--- src/rtl/int_arbiter_pkg.sv ---
// Shared constants for the interrupt arbiter: CLINT flag bus, config map, CTRL bits, FSM states.
// Combinational definitions only; no timing or backpressure of its own.
package int_arbiter_pkg;

  localparam int INT_BUS = 8;
  localparam logic [INT_BUS-1:0] INT_NONE = '0;

  localparam logic [1:0] ADDR_ENABLE  = 2'd0;
  localparam logic [1:0] ADDR_EDGE    = 2'd1;
  localparam logic [1:0] ADDR_PENDING = 2'd2;
  localparam logic [1:0] ADDR_CTRL    = 2'd3;

  localparam int CTRL_RR_EN = 0;
  localparam int CTRL_GIE   = 1;

  typedef enum logic [1:0] {
    ST_IDLE    = 2'd0,
    ST_REQ     = 2'd1,
    ST_SERVICE = 2'd2
  } arb_state_e;

  // Packed so that a 16'() cast lands gie on bit 1 and rr_en on bit 0.
  typedef struct packed {
    logic gie;
    logic rr_en;
  } ctrl_t;

endpackage

--- src/rtl/int_arbiter_if.sv ---
// Config bus plus CLINT handshake (int_flag held until int_ack, int_eoi closes service).
// master = host/CLINT side, slave = arbiter side.
interface int_arbiter_if;

  logic                                 cfg_we;
  logic [1:0]                           cfg_addr;
  logic [15:0]                          cfg_wdata;
  logic [15:0]                          cfg_rdata;
  logic [int_arbiter_pkg::INT_BUS-1:0]  int_flag;
  logic                                 int_ack;
  logic                                 int_eoi;

  modport master (
    output cfg_we, cfg_addr, cfg_wdata, int_ack, int_eoi,
    input  cfg_rdata, int_flag
  );

  modport slave (
    input  cfg_we, cfg_addr, cfg_wdata, int_ack, int_eoi,
    output cfg_rdata, int_flag
  );

endinterface

--- src/rtl/int_prio_pick.sv ---
// Combinational priority picker: first set request at or after start (wrapping) when rr_en,
// otherwise the lowest set request. Zero latency, no backpressure.
module int_prio_pick #(
  parameter int NSRC = 8,
  parameter int IDW  = 3
) (
  input  logic [NSRC-1:0] req_i,
  input  logic [IDW-1:0]  start_i,
  input  logic            rr_en_i,
  output logic            vld_o,
  output logic [IDW-1:0]  idx_o
);

  logic [IDW-1:0] base;

  assign base = rr_en_i ? start_i : '0;

  // Walk offsets from the far end down so the nearest hit to base is written last.
  // The IDW-bit add wraps modulo NSRC because NSRC is a power of two.
  always_comb begin
    logic [IDW-1:0] cand;
    vld_o = 1'b0;
    idx_o = '0;
    cand  = '0;
    for (int k = NSRC - 1; k >= 0; k--) begin
      cand = base + k[IDW-1:0];
      if (req_i[cand]) begin
        vld_o = 1'b1;
        idx_o = cand;
      end
    end
  end

endmodule

--- src/rtl/int_arbiter.sv ---
// Interrupt arbiter: edge/level pending capture, fixed or round-robin pick, IDLE/REQ/SERVICE handshake.
// Edge to int_flag is 2 cycles; int_flag is held until int_ack, and no new request until int_eoi.
module int_arbiter
  import int_arbiter_pkg::*;
#(
  parameter int NSRC = 8,
  parameter int IDW  = 3
) (
  input  logic            clk,
  input  logic            rst,
  input  logic [NSRC-1:0] irq_src,
  int_arbiter_if.slave    bus,
  output logic            irq_busy,
  output logic [IDW-1:0]  irq_id
);

  logic [NSRC-1:0]    enable_q, enable_d;
  logic [NSRC-1:0]    edge_q, edge_d;
  logic [NSRC-1:0]    pending_q, pending_d;
  logic [NSRC-1:0]    hist_q;
  ctrl_t              ctrl_q, ctrl_d;
  arb_state_e         state_q, state_d;
  logic [IDW-1:0]     id_q, id_d;
  logic [IDW-1:0]     last_q, last_d;
  logic [INT_BUS-1:0] flag_q, flag_d;

  logic [NSRC-1:0]    rise;
  logic [NSRC-1:0]    sw_clr;
  logic [NSRC-1:0]    ack_clr;
  logic [NSRC-1:0]    cand;
  logic [IDW-1:0]     rr_start;
  logic               pick_vld;
  logic [IDW-1:0]     pick_idx;
  logic               unused_wdata;

  assign unused_wdata = ^bus.cfg_wdata[15:NSRC];

  // Config register writes; a PENDING write is a write-one-to-clear mask.
  always_comb begin
    enable_d = enable_q;
    edge_d   = edge_q;
    ctrl_d   = ctrl_q;
    sw_clr   = '0;
    if (bus.cfg_we) begin
      case (bus.cfg_addr)
        ADDR_ENABLE:  enable_d = bus.cfg_wdata[NSRC-1:0];
        ADDR_EDGE:    edge_d   = bus.cfg_wdata[NSRC-1:0];
        ADDR_PENDING: sw_clr   = bus.cfg_wdata[NSRC-1:0];
        ADDR_CTRL: begin
          ctrl_d.gie   = bus.cfg_wdata[CTRL_GIE];
          ctrl_d.rr_en = bus.cfg_wdata[CTRL_RR_EN];
        end
        default: ;
      endcase
    end
  end

  always_comb begin
    bus.cfg_rdata = '0;
    case (bus.cfg_addr)
      ADDR_ENABLE:  bus.cfg_rdata = 16'(enable_q);
      ADDR_EDGE:    bus.cfg_rdata = 16'(edge_q);
      ADDR_PENDING: bus.cfg_rdata = 16'(pending_q);
      ADDR_CTRL:    bus.cfg_rdata = 16'(ctrl_q);
      default:      bus.cfg_rdata = '0;
    endcase
  end

  // Edge bits: a fresh rise beats any clear in the same cycle. Level bits track the delayed line.
  assign rise      = irq_src & ~hist_q;
  assign pending_d = (edge_q & (rise | (pending_q & ~(sw_clr | ack_clr))))
                   | (~edge_q & irq_src);

  assign cand     = pending_q & enable_q & {NSRC{ctrl_q.gie}};
  assign rr_start = last_q + IDW'(1);

  int_prio_pick #(
    .NSRC (NSRC),
    .IDW  (IDW)
  ) u_pick (
    .req_i   (cand),
    .start_i (rr_start),
    .rr_en_i (ctrl_q.rr_en),
    .vld_o   (pick_vld),
    .idx_o   (pick_idx)
  );

  always_comb begin
    state_d = state_q;
    id_d    = id_q;
    last_d  = last_q;
    flag_d  = flag_q;
    ack_clr = '0;
    case (state_q)
      ST_IDLE: begin
        flag_d = INT_NONE;
        if (pick_vld) begin
          id_d    = pick_idx;
          flag_d  = INT_BUS'(pick_idx) + INT_BUS'(1);
          state_d = ST_REQ;
        end
      end
      ST_REQ: begin
        // A withdrawn request takes precedence over an ack arriving in the same cycle.
        if (!cand[id_q]) begin
          flag_d  = INT_NONE;
          state_d = ST_IDLE;
        end else if (bus.int_ack) begin
          ack_clr = edge_q & (NSRC'(1) << id_q);
          last_d  = id_q;
          flag_d  = INT_NONE;
          state_d = ST_SERVICE;
        end
      end
      ST_SERVICE: begin
        flag_d = INT_NONE;
        if (bus.int_eoi) begin
          state_d = ST_IDLE;
        end
      end
      default: begin
        flag_d  = INT_NONE;
        state_d = ST_IDLE;
      end
    endcase
  end

  always_ff @(posedge clk) begin
    if (rst) begin
      enable_q  <= '0;
      edge_q    <= '0;
      pending_q <= '0;
      ctrl_q    <= '0;
      hist_q    <= '0;
      state_q   <= ST_IDLE;
      id_q      <= '0;
      last_q    <= IDW'(NSRC - 1);
      flag_q    <= INT_NONE;
    end else begin
      enable_q  <= enable_d;
      edge_q    <= edge_d;
      pending_q <= pending_d;
      ctrl_q    <= ctrl_d;
      hist_q    <= irq_src;
      state_q   <= state_d;
      id_q      <= id_d;
      last_q    <= last_d;
      flag_q    <= flag_d;
    end
  end

  assign bus.int_flag = flag_q;
  assign irq_busy     = (state_q == ST_REQ) || (state_q == ST_SERVICE);
  assign irq_id       = id_q;

endmodule

--- src/flat_wrapper.sv ---
// flat-port wrapper written by rule: the top's interface ports become plain ports
module int_arbiter_flat import int_arbiter_pkg::*;
#(
  parameter int NSRC = 8,
  parameter int IDW  = 3
)
  (clk, rst, irq_src, irq_busy, irq_id, bus_cfg_we, bus_cfg_addr, bus_cfg_wdata, bus_int_ack, bus_int_eoi, bus_cfg_rdata, bus_int_flag);
  int_arbiter_if bus_i ();
  input  logic clk;
  input  logic rst;
  input  logic [NSRC-1:0] irq_src;
  output logic irq_busy;
  output logic [IDW-1:0] irq_id;
  input wire logic [$bits(bus_i.cfg_we)-1:0] bus_cfg_we;
  input wire logic [$bits(bus_i.cfg_addr)-1:0] bus_cfg_addr;
  input wire logic [$bits(bus_i.cfg_wdata)-1:0] bus_cfg_wdata;
  input wire logic [$bits(bus_i.int_ack)-1:0] bus_int_ack;
  input wire logic [$bits(bus_i.int_eoi)-1:0] bus_int_eoi;
  output wire logic [$bits(bus_i.cfg_rdata)-1:0] bus_cfg_rdata;
  output wire logic [$bits(bus_i.int_flag)-1:0] bus_int_flag;
  assign bus_i.cfg_we = bus_cfg_we;
  assign bus_i.cfg_addr = bus_cfg_addr;
  assign bus_i.cfg_wdata = bus_cfg_wdata;
  assign bus_i.int_ack = bus_int_ack;
  assign bus_i.int_eoi = bus_int_eoi;
  assign bus_cfg_rdata = bus_i.cfg_rdata;
  assign bus_int_flag = bus_i.int_flag;
  int_arbiter #(.NSRC(NSRC), .IDW(IDW)) u_core (.clk(clk), .rst(rst), .irq_src(irq_src), .bus(bus_i), .irq_busy(irq_busy), .irq_id(irq_id));
endmodule
--- config.mk ---
export PLATFORM = sky130hd
export DESIGN_NAME = int_arbiter_flat
export DESIGN_NICKNAME = d
export VERILOG_FILES = /design/src/rtl/int_arbiter_pkg.sv /design/src/rtl/int_arbiter_if.sv /design/src/rtl/int_prio_pick.sv /design/src/rtl/int_arbiter.sv /design/src/flat_wrapper.sv
export SDC_FILE = /design/constraint.sdc
export NUM_CORES = 1
export LEC_CHECK = 0
export ABC_AREA = 0
export CAP_MARGIN = 20
export CORE_MARGIN = 1.5
export CORE_UTILIZATION = 35
export CTS_CLUSTER_SIZE = 16
export DETAILED_ROUTE_END_ITERATION = 16
export PLACE_DENSITY = 0.64
export SYNTH_ARGS = -nofsm -noshare
export SYNTH_HDL_FRONTEND = slang
export SYNTH_SLANG_ARGS = --single-unit
--- constraint.sdc ---
create_clock -name clk -period 3.6 [get_ports clk]
set_input_delay 0.54 -clock clk [delete_from_list [all_inputs] [get_ports clk]]
set_output_delay 0.54 -clock clk [all_outputs]
set_load 0.005 [all_outputs]
==> run_results.csv <==
group,metric,value,unit
status,status,"complete, no violations",
finish,finalNonFillerCells,538,
timing,tightest_slew,1.03,ns
detailed_routing,drt-initial-drc-count,155,
yosys,synth_edf_count,0,
yosys,synth_top_family_by_area,"simple AND/OR/NAND/NOR gates",
detailed_routing,firstDrtPassIters,5,
timing,hold_violations,0,
setup_path,cpMaxStageDelayCell,"ha_1",
setup_path,path_delay_family,"compound AO/OA/AOI/OAI gates",
floorplan,coreArea,0.00864,mm²
grt,antenna_found_initial,0,
finish,fin_area,0.00369,mm²
timing,maxSlewViolCount,0,
timing,fmax,0.307,GHz
yosys,synthAdderAreaFrac,2.03,%
grt,grt_pass1_wl,13.7,mm
setup_path,crit_path_max_incr_delay,0.46,ns
setup_path,cp.depth,11,
yosys,yosysTopAreaCellShare,29.9,%
clock_tree,cts_tree,"done",
setup_path,reg2reg_to,"u_core.bus.int_flag[1]",
grt,grt_max_degree,25,
timing,setup_viol,0,
yosys,synthMuxAreaShare,10.2,%
yosys,synth_compound_area_share,22.2,%
power,power_density,275,mW/mm²
grt,grt_use_total,17.6,%
placed_design,post-dp-hpwl,6.51,mm
setup_path,start_kind,"flip-flop",
placed_design,dp_cells,530,
yosys,synth_top_area_cell,"dfxtp_1",
timing,finClkSkew,0.00807,ns
floorplan,initial_utilization,35.7,%
finish,final_nets,465,
clock_tree,post_cts_buffers,0,
yosys,synth-seq-cells,46,
yosys,ys_async_sr_fraction,0,%
yosys,synth_xor_area_share,2.19,%
placed_design,routabilityCongestion,0.920,
clock_tree,cts.htree.levels,2,
setup_path,ff2ff_setup_slack,0.34,ns
floorplan,floorplan.die_area,0.00938,mm²
setup_path,arrival,3.46,ns
clock_tree,clk_latency,0.31,ns
timing,tns,0,ns
worst_hold_path,min_to,"u_core.bus.int_flag[0]",
detailed_routing,drcViolationCount,0,
detailed_routing,ant_nets,0,
clock_tree,cts_resized,0,
worst_hold_path,worst_hold_path_type,"reg2reg",
setup_path,path_class,"reg2reg",
setup_path,r2r-start,"u_core.last_q[0]",
timing,rsz0062_at_grt,"false",
yosys,yosys.area_share.simple,26.9,%
floorplan,rows,34,
worst_hold_path,hold_path_startpoint,"u_core.bus.int_flag[0]",
run,max-cap-violations,0,
finish,drive_above_1_share,10.0,%
power,ir_drop,184,µV
clock_tree,clkTransAtPathRegs,0.09,ns
timing,worst_slew_margin_rel,31.4,%
clock_tree,clockBufferDepth,2,
setup_path,crit_start,"u_core.last_q[0]",
placed_design,dpl-instance-area,0.00358,mm²
detailed_routing,num_vias,3042,
detailed_routing,wl_per_cell,15.7,µm
setup_path,ff2ff_path_depth,11,
clock_tree,root_buffer,"clkbuf_8",
grt,overflow,0,
clock_tree,cts_sinks,46,
worst_hold_path,hold_depth,2,
timing,period_share,90.6,%
yosys,synthDistinctLibCells,65,
floorplan,ios,59,
yosys,syn_area,0.00308,mm²
setup_path,crit_path_end_kind,"flip-flop",
yosys,seq_area_frac_synth,29.9,%
finish,diodes,0,
yosys,synthTopCellsByArea,"dfxtp_1 (30%), nand2_1 (7.7%), mux2i_1 (5.8%)",
yosys,synth_area_per_cell,7.95,µm²
clock_tree,cts_buffers,5,
placed_design,numPortBuffers,38,
grt,first_global_vias,2802,
detailed_routing,routed_wirelength,8.43,mm
yosys,yosysWarnings,0,
floorplan,die_y,96.9,µm
clock_tree,ctsHoldBuffers,0,
power,p_leak,1.34,nW
finish,syn_to_final_growth,19.6,%
setup_path,critical_path_buf_inv_count,0,
yosys,ys.flop_type,"dfxtp_1",
yosys,syn_inst,388,
finish,final_core_util,42.7,%
setup_path,path_cells,"ha_1 -> nor3b_1 -> a22oi_1 -> a31oi_1 -> a21oi_1 -> a311oi_1 -> nor2_1 -> a2bb2oi_1 -> ha_1 -> nand3b_1 -> a21oi_1",
detailed_routing,viasPerCell,5.65,
setup_path,cp_data_required_time,3.80,ns
floorplan,die_width,96.9,µm
timing,period_minus_slack,3.26,ns
setup_path,critPathMaxFanout,11,
worst register-to-register path: stages, from the launching register on:
cell and delay [ns]:
dfxtp_1 0.37, ha_1 0.46, nor3b_1 0.44, a22oi_1 0.24
a31oi_1 0.37, a21oi_1 0.14, a311oi_1 0.34, nor2_1 0.09
a2bb2oi_1 0.28, ha_1 0.29, nand3b_1 0.09, a21oi_1 0.06
worst max path at each step:
stage / end / slack (ns)
floorplan: u_core.bus.int_flag[1] / 0.70
global placement: u_core.bus.int_flag[1] / 0.40
detailed placement: u_core.bus.int_flag[1] / 0.40
CTS: u_core.bus.int_flag[1] / 0.38
global route: u_core.bus.int_flag[1] / 0.12
finish: u_core.bus.int_flag[1] / 0.34
registers in the layout, indices dropped and copies added, names as in the netlist:
register             count
u_core.edge_q            8
u_core.enable_q          8
u_core.hist_q            8
u_core.pending_q         8
u_core.bus.int_flag      4
u_core.irq_id            3
u_core.last_q            3
u_core.ctrl_q            2
u_core.state_q           2
metal layers:
layer / part of all wire [%] / vias to the layer above / track usage (%) / wire length, µm
met3: 4.4 / 14 / 2.75 / 368
li1: - / 1474 / - / -
met5: 0 / - / 0 / 0
met4: 1.5 / 0 / 5.35 / 125
met1: 45 / 1449 / 22.0 / 3760
met2: 49 / 105 / 30.9 / 4170
area by class of cell:
| cell class | instances | area (µm²) |
|---|---|---|
| clock buffer | 7 | 96.3 |
| multi-input combinational | 315 | 2000 |
| sequential | 46 | 921 |
| timing repair buffer | 53 | 493 |
| clock inverter | 1 | 8.76 |
| inverter | 8 | 31.3 |
| fill | 878 | 4950 |
| tap | 108 | 135 |
synth_stat cells, drive strengths merged, types with 6 or more instances:
cell	number
and3	11
nor2	25
clkbuf	11
nand3	21
o21ai	23
a21oi	21
nor2b	13
a211oi	9
dfxtp	46
inv	7
mux2i	18
mux4	6
buf	19
nand2	63
nor3	9
o22ai	6
metrics by stage:
| stage | worst slack [ns] | total power, W | hold WS (ns) |
|---|---|---|---|
| after detailed placement | 0.402 | 0.000661 | 0.441 |
| after CTS | 0.381 | 0.00102 | 0.455 |
| after floorplan | 0.705 | 0.000614 | 0.442 |
| after global routing | 0.118 | 0.00105 | 0.490 |
| after global placement | 0.403 | 0.000658 | 0.437 |
| final | 0.338 | 0.00102 | 0.450 |
cell families after synthesis:
kind of cell    Yosys count
compound gates          101
xor+xnor                  6
fa+ha+maj                 5
buf+inv                  38
flops                    46
mux                      24
other cells               1
simple gates            167
power by group:
part | internal, W | switching (W) | total, W
logic | 0.0000554 | 0.0000523 | 0.000108
clock network | 0.000176 | 0.000190 | 0.000366
registers | 0.000526 | 0.0000157 | 0.000542
layout by cell type, fill, tap and decap left out, types with 9 or more instances in the layout:
cell             count
a21oi_1             21
buf_4               15
clkdlybuf4s50_1     38
conb_1              12
dfxtp_1             46
mux2i_1             18
nand2_1             63
nand3_1             21
nor2_1              25
nor2b_1             13
nor3_1               9
o21ai_0             20
Note: power is estimated with default switching activity, not from simulation.
